===== src/rtl/alu_shift_add_mul.sv =====
// Sequential shift-add unsigned multiplier feeding an external CLA adder.
// One conditional add plus right shift per cycle; WIDTH must be a multiple of 4.
module alu_shift_add_mul #(
  parameter int WIDTH = 8
) (
  input  logic               clk,
  input  logic               rst,
  input  logic               start,
  input  logic [WIDTH-1:0]   a,
  input  logic [WIDTH-1:0]   b,
  output logic               busy,
  output logic               done,
  output logic [2*WIDTH-1:0] product,
  output logic [WIDTH-1:0]   add_a,
  output logic [WIDTH-1:0]   add_b,
  output logic               add_cin,
  input  logic [WIDTH-1:0]   add_sum,
  input  logic               add_cout
);

  localparam int CW = $clog2(WIDTH + 1);

  typedef enum logic {
    IDLE,
    RUN
  } state_t;

  state_t             state;
  state_t             state_n;
  logic [WIDTH-1:0]   m;
  logic [WIDTH-1:0]   m_n;
  logic [2*WIDTH-1:0] p;
  logic [2*WIDTH-1:0] p_n;
  logic [2*WIDTH-1:0] step;
  logic [2*WIDTH-1:0] product_n;
  logic [CW-1:0]      cnt;
  logic [CW-1:0]      cnt_n;
  logic               done_n;

  assign busy    = (state == RUN);
  assign add_a   = p[2*WIDTH-1:WIDTH];
  assign add_b   = p[0] ? m : '0;
  assign add_cin = 1'b0;

  // Carry-out lands in the MSB so the shifted sum never loses a bit.
  assign step = {add_cout, add_sum, p[WIDTH-1:1]};

  always_comb begin
    state_n   = state;
    m_n       = m;
    p_n       = p;
    cnt_n     = cnt;
    product_n = product;
    done_n    = 1'b0;
    unique case (state)
      IDLE: begin
        if (start) begin
          m_n     = a;
          p_n     = {{WIDTH{1'b0}}, b};
          cnt_n   = '0;
          state_n = RUN;
        end
      end
      RUN: begin
        p_n   = step;
        cnt_n = cnt + CW'(1);
        if (cnt == CW'(WIDTH - 1)) begin
          product_n = step;
          done_n    = 1'b1;
          state_n   = IDLE;
        end
      end
      default: state_n = IDLE;
    endcase
  end

  always_ff @(posedge clk or posedge rst) begin
    if (rst) begin
      state   <= IDLE;
      m       <= '0;
      p       <= '0;
      cnt     <= '0;
      product <= '0;
      done    <= 1'b0;
    end else begin
      state   <= state_n;
      m       <= m_n;
      p       <= p_n;
      cnt     <= cnt_n;
      product <= product_n;
      done    <= done_n;
    end
  end

endmodule

===== config.mk =====
export PLATFORM = sky130hd
export DESIGN_NAME = alu_shift_add_mul
export DESIGN_NICKNAME = d
export VERILOG_FILES = /design/src/rtl/alu_shift_add_mul.sv
export SDC_FILE = /design/constraint.sdc
export NUM_CORES = 1
export LEC_CHECK = 0
export ABC_AREA = 1
export BUFFER_PORTS_ARGS = -buffer_cell sky130_fd_sc_hd__buf_4
export CAP_MARGIN = 5
export CORE_UTILIZATION = 50
export CTS_CLUSTER_DIAMETER = 50
export DETAILED_ROUTE_END_ITERATION = 10
export GPL_ROUTABILITY_DRIVEN = 0
export GPL_TIMING_DRIVEN = 0
export PLACE_DENSITY = 0.78
export RECOVER_POWER = 100
export REMOVE_ABC_BUFFERS = 1
export SYNTH_ARGS = -nofsm -noshare
export SYNTH_HDL_FRONTEND = slang
export SYNTH_SLANG_ARGS = --single-unit

===== constraint.sdc =====
create_clock -name clk -period 1.8 [get_ports clk]
set_clock_uncertainty 0.1 [all_clocks]
set_input_delay 0.36 -clock clk [delete_from_list [all_inputs] [get_ports clk]]
set_output_delay 0.36 -clock clk [all_outputs]
set_load 0.005 [all_outputs]

Word level (Yosys, flattened, before mapping):

Index checks and enable logic that the tools add are counted.

* add/subtract/negate cells: 1
* multiply operators: 0
* divide/modulo/power cells: 0
* order comparisons: 0
* equal/unequal tests: 2
* shift operators: 0
* muxes and demuxes: 10
* bitwise logic cells: 1
* reductions and logical operators: 2

Operators by type and width (number)
* $pmux W16 S2: 1
* $mux W16: 1
* $mux W8: 1
* $pmux W4 S2: 1
* $add A4 B1 Y4 const B: 1
* $eq A4 B3 Y1 const B: 1
* $mux W1: 4
* $mux W4: 1
* $reduce_and A2 Y1: 2
* $ne A2 B2 Y1 const B: 1
* $pmux W1 S2: 1
* $not A1 Y1: 1

* register bits: 46
* latch bits: 0
* bits in writable memories: 0
* bits in read-only memories: 0
* output and inout port bits: 35
* word-level logic and storage cells: 22
* memories kept: 0

Longest topological paths before layout:

Gate-level depths: netlist of the first run.

* depth in word-level cells: 3
* gate-level depth with buffers: 7
* mapped depth without buffers: 6

Worst setup path before layout of the first run:

No wires, ideal clock.

* path type: register to register
* start point: reg cnt[0]
* end point: reg product[0]
* library setup time: 0.116 ns
* data arrival time: 1.102 ns
* data required time: 1.584 ns
* setup slack: 0.482 ns
* cell stages (with the launch flop): 8
* path buffers: 1
* period minus slack after synthesis: 1.318 ns
* path through: dfrtp_1 -> ha_1 -> inv_1 -> nor2_4 -> nand2_2 -> buf_2 -> nand2_1 -> nand2_1

* word-level cells in the longest chain between the ends: 2

RTL lines
* from (decl): line 36 `logic [CW-1:0] cnt;`
* from (signal assigned): line 89 `cnt <= cnt_n;`
* $eq A4 B3 Y1: line 67 `if (cnt == CW'(WIDTH - 1)) begin`
* $reduce_and A2 Y1 (no source line)
* to (signal assigned): line 90 `product <= product_n;`
* to (decl): line 13 `output logic [2*WIDTH-1:0] product,`

No other way between the ends.
A chain may end at the register's enable or synchronous reset.

Worst setup path after layout of the first run:

* start point: reg cnt[0]
* end point: reg state, in the netlist busy

* word-level cells in the longest chain between the ends: 3

RTL lines
* $eq A4 B3 Y1: line 67
* $mux W1: line 67
* $pmux W1 S2: line 55 `unique case (state)`
* via state_n: line 29 `state_t state_n;`
* to (signal assigned): line 86 `state <= state_n;`
* to (decl): line 28 `state_t state;`

The timed path passes the listed nets, and every way through them passes these cells.

==> run summary, run 1 <==
The area fraction in compound gates after synthesis came out at 0.753%. The TritonCTS clock tree is done. In the final timing run, aggregate negative setup slack is 0 ns.

The largest fanout on the critical path came out at 17. The number of core rows is 22. The total design power is 3.90 mW. For this run, the register share of the synthesized area comes to 57.8%.

Setup repair after global routing left no endpoint under its margin. The final critical-path share of the clock period came out at 91.8%. The count of final hold-check violations is 0. The worst setup path category is reg -> reg.

The total number of H-tree levels is 2. In the layout the commonest cells are sky130_fd_sc_hd__nand2_1, sky130_fd_sc_hd__dfrtp_1, sky130_fd_sc_hd__clkbuf_4, sky130_fd_sc_hd__buf_4, sky130_fd_sc_hd__nand3_1. Once detailed placement completed, the half-perimeter wirelength came to 2680 um. The highest cell delay on the worst timing path is 0.39 ns. In this design, the critical path's most frequently occurring cell is sky130_fd_sc_hd__inv_1.

The layout overhead on the synthesized area is 25.3%. The clock net sink count came out at 46. The share of final-layout standard cells stronger than drive strength 1 came out at 25.3%. The number of violations reported at the end of detailed-routing iteration 0 came out at 78. With fillers left out, the area of the finished cells amounts to 2500 um^2. Clock-pin slew was measured on the worst setup and hold paths at 0.08 ns. The number of cells on the worst reg-to-reg path is 6. The total of warnings raised by yosys came out at 0. The summed instance area of the synthesized netlist is 1990 um^2.

After floorplanning, the core was sized to cover 3740 um^2. 63 I/O pins were placed. The worst setup path is launched from a register. The antenna diode instance count is 0.

The via total after detailed routing is 1596. Summing the areas of all fa, ha and maj instances in the mapped netlist gives 0.628% of the synthesized area. The total cell area at the placement stage came out at 2410 um^2. Multiplexer cells account for 0% of the synthesized area. For the worst setup path, the data required time is 1.86 ns. The total wirelength of the detailed-routed design came out at 3960 um. From bottom edge to top edge, the die measures 65.1 um.

The maximum VDD drop came out at 0.841 mV. The number of antenna violations at the first check in global routing came out at 0. After detailed routing, the number of remaining DRC violations is 0. The number of optimization iterations in the first detailed-route pass came out at 7. The total global-route track usage came out at 21.0%. The worst hold path passes through 3 cells. Setup violations remaining at the end of the flow were counted as 0. The final-layout fill cell count is 323.

The synthesized-area fraction occupied by and/or/nand/nor cells is 31.6%. The cell chosen for the clock root is sky130_fd_sc_hd__clkbuf_8. By area, the combinational part of the netlist is dominated by simple AND/OR/NAND/NOR gates.

The worst setup path is captured at a register. The number of register bits inferred by synthesis is 46. The static leakage power is 1.43 nW. The number of global-route vias before repair came out at 1538.

The average wire per cell in the routed design is 11.7 um. The fraction of power spent switching nets is 37.4%. Buffers placed on the I/O ports in this run total 61.

The sum of overflow across all layers after global routing is 0. In the final design database the tool counted 321 nets. The run finished with clean final reports.

The max-cap check violation count came out at 0. Dividing the detail-routed via count by the number of cells gives 4.69. The end-of-flow core utilization came out at 66.7%.

The signal on the critical path passes through ha_1 > inv_1 > nor2_4 > nand2_4 > inv_1 > nor2_1. Clock latency on the worst-skew pair, taken at its later pin, is 0.29 ns. The maximum number of pins on one net before global-route repair is 37. The internal power is 2.44 mW. The sequential cell area came out at 1150 um^2. The wire length of the first global-routing pass is 6760 um.

In this run the power spent charging and discharging nets is 1.46 mW. The tightest min-delay check is of the in -> reg type. The area taken by multi-input logic gates came out at 663 um^2.

The worst hold margin came out at 0.162 ns. The combinational cell fraction of total power came out at 37.6%. Data on the critical path arrives at its endpoint at 1.72 ns. Timing would allow up to 605 MHz.

The slowest cell on the critical path is sky130_fd_sc_hd__dfrtp_1. Once the floorplan was initialized, standard cells occupied 53.2% of the core. The die extent in x came out at 65.1 um. The synthesized instance count came out at 239. The number of max-slew violations in the final report came out at 0. The maximum clock insertion buffer count came out at 2. The fraction of synthesized cell area in xor and xnor cells is 0%. The worst path needs 1.65 ns of the cycle, external delays included. The remaining antenna violation count after routing is 0. The number of buffers added for setup after CTS came out at 0.

Power spread over the standard cell area amounts to 1560 nW/um^2. TritonCTS created 5 clock buffers. After synthesis, the netlist uses 16 different library cells. The total die area is 4240 um^2.

The synthesized area per cell is 8.34 um^2. The portion of total power attributed to the clock network is 15.0%. Leaving out fill and tap cells, the most frequent cell in the layout is sky130_fd_sc_hd__nand2_1. The relative contribution of sequential cells to total power came out at 47.3%.
==> per-layer routing <==
| layer | GRT usage [%] | part of all wire, % |
|---|---|---|
| met5 | 0 | 0 |
| met4 | 6.52 | 0.93 |
| met3 | 6.25 | 7.7 |
| met2 | 34.0 | 44 |
| met1 | 27.4 | 47 |
==> power groups by stage <==
| stage | Sequential [mW] | Clock (mW) | Combinational, mW |
|---|---|---|---|
| after floorplan | 1.81 | 0 | 0.798 |
| after global placement | 1.85 | 0 | 1.46 |
| after detailed placement | 1.86 | 0 | 1.52 |
| after CTS | 1.85 | 0.603 | 1.52 |
| after global routing | 1.92 | 0.647 | 1.70 |
| final | 1.85 | 0.586 | 1.47 |
==> worst max-delay path: cells and delay by family, from the launching register on <==
family / cells / cell delay [ns]
DFF: 1 / 0.39
and+or+nand+nor: 3 / 0.63
buffers and inverters: 2 / 0.20
adders and majority gates: 1 / 0.19
==> worst paths after layout <==
check                      endpoint  slack (ns)   start
min in group asynchronous    cnt[0]        0.50     rst
max reg2reg                    busy        0.15  cnt[0]
max                            busy        0.15  cnt[0]
min                            m[7]        0.16    a[7]
min reg2reg                   p[14]        0.38   p[14]
max in group asynchronous     p[10]        0.25     rst
==> logic make-up after synthesis <==
group,Yosys count
fa+ha+maj,1
other cells,1
flops,46
buf+inv,34
compound gates,3
simple gates,154
==> sequential cells by signal (all words and copies together), names as in the netlist <==
register  count
done          1
m             8
busy          1
product      16
p            16
cnt           4
==> cell usage after synthesis <==
master / number / area share [%]
sky130_fd_sc_hd__a21oi_1: 2 / 0.50
sky130_fd_sc_hd__buf_2: 4 / 1.0
sky130_fd_sc_hd__buf_4: 11 / 4.1
sky130_fd_sc_hd__buf_6: 1 / 0.56
sky130_fd_sc_hd__clkbuf_1: 1 / 0.19
sky130_fd_sc_hd__conb_1: 1 / 0.19
sky130_fd_sc_hd__dfrtp_1: 46 / 58
sky130_fd_sc_hd__ha_1: 1 / 0.63
sky130_fd_sc_hd__inv_1: 15 / 2.8
sky130_fd_sc_hd__inv_2: 2 / 0.38
sky130_fd_sc_hd__nand2_1: 123 / 23
sky130_fd_sc_hd__nand2_2: 2 / 0.63
sky130_fd_sc_hd__nand3_1: 25 / 6.3
sky130_fd_sc_hd__nor2_1: 2 / 0.38
sky130_fd_sc_hd__nor2_4: 2 / 1.1
sky130_fd_sc_hd__o21ai_0: 1 / 0.25
==> area by class of cell <==
type,count,share of cell area (%)
flip-flops and latches,46,46.2
multi-input cells,159,26.6
repair buffers,63,19.0
clock buffers,6,2.91
inverters,17,2.56
well taps,48,2.40
clock inverters,1,0.301
==> what timing repair did <==
action                     CTS  global route
hold endpoints to repair    10             0
setup endpoints to repair   35            17
resized for setup            2             1
hold buffers                 1             0
pin swaps                    0             0
==> metrics by stage <==
step	std cells	worst slack [ns]
after floorplan	222	0.229
after global placement	331	-0.356
after detailed placement	332	-0.253
after CTS	340	0.0135
after global routing	340	0.0275
final	340	0.148
Note: power is estimated with default switching activity, not from simulation.
==> inputs of run 2 (changes only) <==
--- a/config.mk
+++ b/config.mk
@@ -16,6 +16,7 @@
 export PLACE_DENSITY = 0.78
 export RECOVER_POWER = 100
 export REMOVE_ABC_BUFFERS = 1
+export SLEW_MARGIN = 0
 export SYNTH_ARGS = -nofsm -noshare
 export SYNTH_HDL_FRONTEND = slang
 export SYNTH_SLANG_ARGS = --single-unit
==> constraint.sdc (replaced) <==
create_clock -name clk -period 1.65 [get_ports clk]
set_clock_uncertainty 0.1 [all_clocks]
set_input_delay 0.33 -clock clk [delete_from_list [all_inputs] [get_ports clk]]
set_output_delay 0.33 -clock clk [all_outputs]
set_load 0.005 [all_outputs]
==> run summary, run 2 (synthesis results as in run 1) <==
The run finished with clean final reports. After layout, the minimum clock period comes to 1.50 ns. The combinational cell fraction of total power was 38.1% (+0.5 points). The total of buffers placed on input and output ports was 61 (unchanged). The number of core rows was 22 (unchanged). The finished layout cell area is 2520 um^2 (+1.0%). The maximum number of pins on one net before global-route repair came out at 37 (unchanged). The sum of net half-perimeters after detailed placement is 2680 um (unchanged).

The switching power total came out at 1.60 mW (+9.6%). The number of violations reported at the end of detailed-routing iteration 0 is 86 (+10%). The worst hold margin came to 0.134 ns (-0.0279 ns). The tree is rooted in a sky130_fd_sc_hd__clkbuf_8. The CTS clock-pin slew for the worst setup and hold paths is 0.08 ns (about the same).

The floorplan core area came out at 3740 um^2 (unchanged). The source of the worst hold timing path is a[7]. The number of max-slew violations in the final report came out at 0 (unchanged). The cell count after placement is 332 (unchanged). The die extent in x is 65.1 um (unchanged). Compared with the post-synthesis result, the final layout area differs by 26.6%. The critical path arrival is 1.07 ns (-0.65 ns). The maximum clock insertion buffer count is 2 (unchanged). The sum of overflow across all layers after global routing was 0 (unchanged).

The vertical die dimension is 65.1 um (unchanged). The via total after detailed routing came out at 1598 (+0.13%). The largest registers in the layout are p: 16 flops, product: 16 flops, m: 8 flops. The number of global-route vias before repair is 1541 (+0.20%). The static leakage power came out at 1.44 nW (+0.71%). The max-cap check violation count came out at 0 (unchanged). The maximum VDD drop came out at 0.926 mV (+10%). The clock net sink count came to 46 (unchanged).

The total number of H-tree levels was 2 (unchanged). The relative contribution of sequential cells to total power came to 47.1% (-0.2 points). The endpoint kind of the worst setup timing path is an output pin. The worst setup path category is reg -> out. The kind of path behind the tightest hold check is in -> reg. The number of antenna violations at the first check in global routing came out at 0 (unchanged). The total die area came out at 4240 um^2 (unchanged). The fmax is 665 MHz.

Setup repair after global routing left no endpoint under its margin. The portion of total power attributed to the clock network is 14.8% (-0.2 points). The number of top-level design ports is 63 (unchanged).

The end-of-flow core utilization came to 67.4% (+0.67 points). The internal power is 2.69 mW (+10%). The count of cells along the worst hold path is 3 (unchanged). The library cells used most frequently in the layout, excluding fill and tap cells, are sky130_fd_sc_hd__nand2_1, sky130_fd_sc_hd__dfrtp_1, sky130_fd_sc_hd__clkbuf_4, sky130_fd_sc_hd__buf_4, sky130_fd_sc_hd__nand3_1. The share of final-layout standard cells stronger than drive strength 1 is 25.9% (+0.60 points). The total global-route track usage is 21.2% (+0.19 points). The antenna diode instance count is 0 (unchanged). The per-cell via count in the routed design was 4.69 (-0.17%). The number of optimization iterations in the first detailed-route pass came to 6 (-1). The average wire per cell in the routed design is 11.7 um (+0.49%). The required time of the worst setup path came out at 1.22 ns (-0.64 ns). The remaining routing DRC violations came out at 0 (unchanged). The wire length of the first global-routing pass came out at 6800 um (+0.61%). The remaining antenna violation count after routing is 0 (unchanged).

The clock buffer count from CTS was 5 (unchanged). The clock latency of the later-clocked register in the worst-skew pair came to 0.29 ns (about the same). The count of final hold-check violations is 0 (unchanged). The effective utilization at floorplan came to 53.2% (unchanged). The final critical-path share of the clock period came out at 91.1%. The count of nets after finishing is 322 (+0.31%). The path depth of the worst reg2reg path was 5 (-1). The largest fanout on the critical path came to 9 (-8).

The category of the worst setup path launch point is a register. The commonest non-fill, non-tap cell in the layout is sky130_fd_sc_hd__nand2_1. The total design power is 4.29 mW (+9.9%). The non-filler instance count after layout came out at 341 (+0.29%). In this run the critical register-to-register path is launched from busy.

The power per cell area came out at 1700 nW/um^2 (+8.8%). The fraction of power spent switching nets is 37.3% (-0.092 points). The total wirelength of the detailed-routed design is 3990 um (+0.78%). The TritonCTS clock tree is done. The critical path startpoint is p[0]. The total cell area at the placement stage is 2410 um^2 (unchanged). The setup-violating endpoint count in the final report is 0 (unchanged).
run 2: cell type report:
type	instances	area [um^2]
fillers	319	1220
flip-flops and latches	46	1150
clock buffers	6	72.6
well taps	48	60.1
clock inverters	1	7.51
inverters	17	66.3
repair buffers	64	495
multi-input cells	159	666
run 2: what timing repair did:
item,CTS,global route
endpoints found under the setup margin,37,16
hold endpoints to repair,10,0
pin swaps,1,0
buffers inserted,1,0
gates cloned,0,0
hold buffers,1,0
gates resized for setup,3,3
run 2: path summary, 6_finish.rpt:
| kind | to | slack, ns |
|---|---|---|
| worst max register to register | busy | 0.15 |
| worst min-delay path | m[7] | 0.13 |
| worst min register to register | product[7] | 0.38 |
| min in group asynchronous | done | 0.50 |
| worst max-delay path | add_b[5] | 0.15 |
| max in group asynchronous | cnt[2] | 0.42 |
run 2: critical path: stages, from the launching register on:
cell and delay (ns):
sky130_fd_sc_hd__dfrtp_1 0.52, sky130_fd_sc_hd__nand2_1 0.09, sky130_fd_sc_hd__inv_1 0.06, sky130_fd_sc_hd__clkbuf_4 0.12
run 2: through the flow:
stage / setup WS (ns) / setup TNS (ns)
2_1_floorplan: 0.0793 / 0
3_3_place_gp: -0.476 / -29.95
3_5_place_dp: -0.403 / -9.11
4_1_cts: 0.0415 / 0
6_report: 0.146 / 0
5_1_grt: 0.0261 / 0
run 2: power by group through the flow:
stage | registers [mW] | clock network, mW | logic, mW
global placement | 2.02 | 0 | 1.59
CTS | 2.02 | 0.658 | 1.68
finish | 2.02 | 0.636 | 1.63
floorplan | 1.97 | 0 | 0.871
global route | 2.09 | 0.706 | 1.90
detailed placement | 2.02 | 0 | 1.66
run 2: metal layers:
| layer | vias to the layer above | GRT usage (%) | part of all wire [%] |
|---|---|---|---|
| met2 | 56 | 34.1 | 45 |
| met3 | 5 | 6.25 | 7.4 |
| met5 | - | 0 | 0 |
| met4 | 0 | 6.52 | 0.95 |
| met1 | 711 | 27.8 | 47 |
| li1 | 826 | - | - |
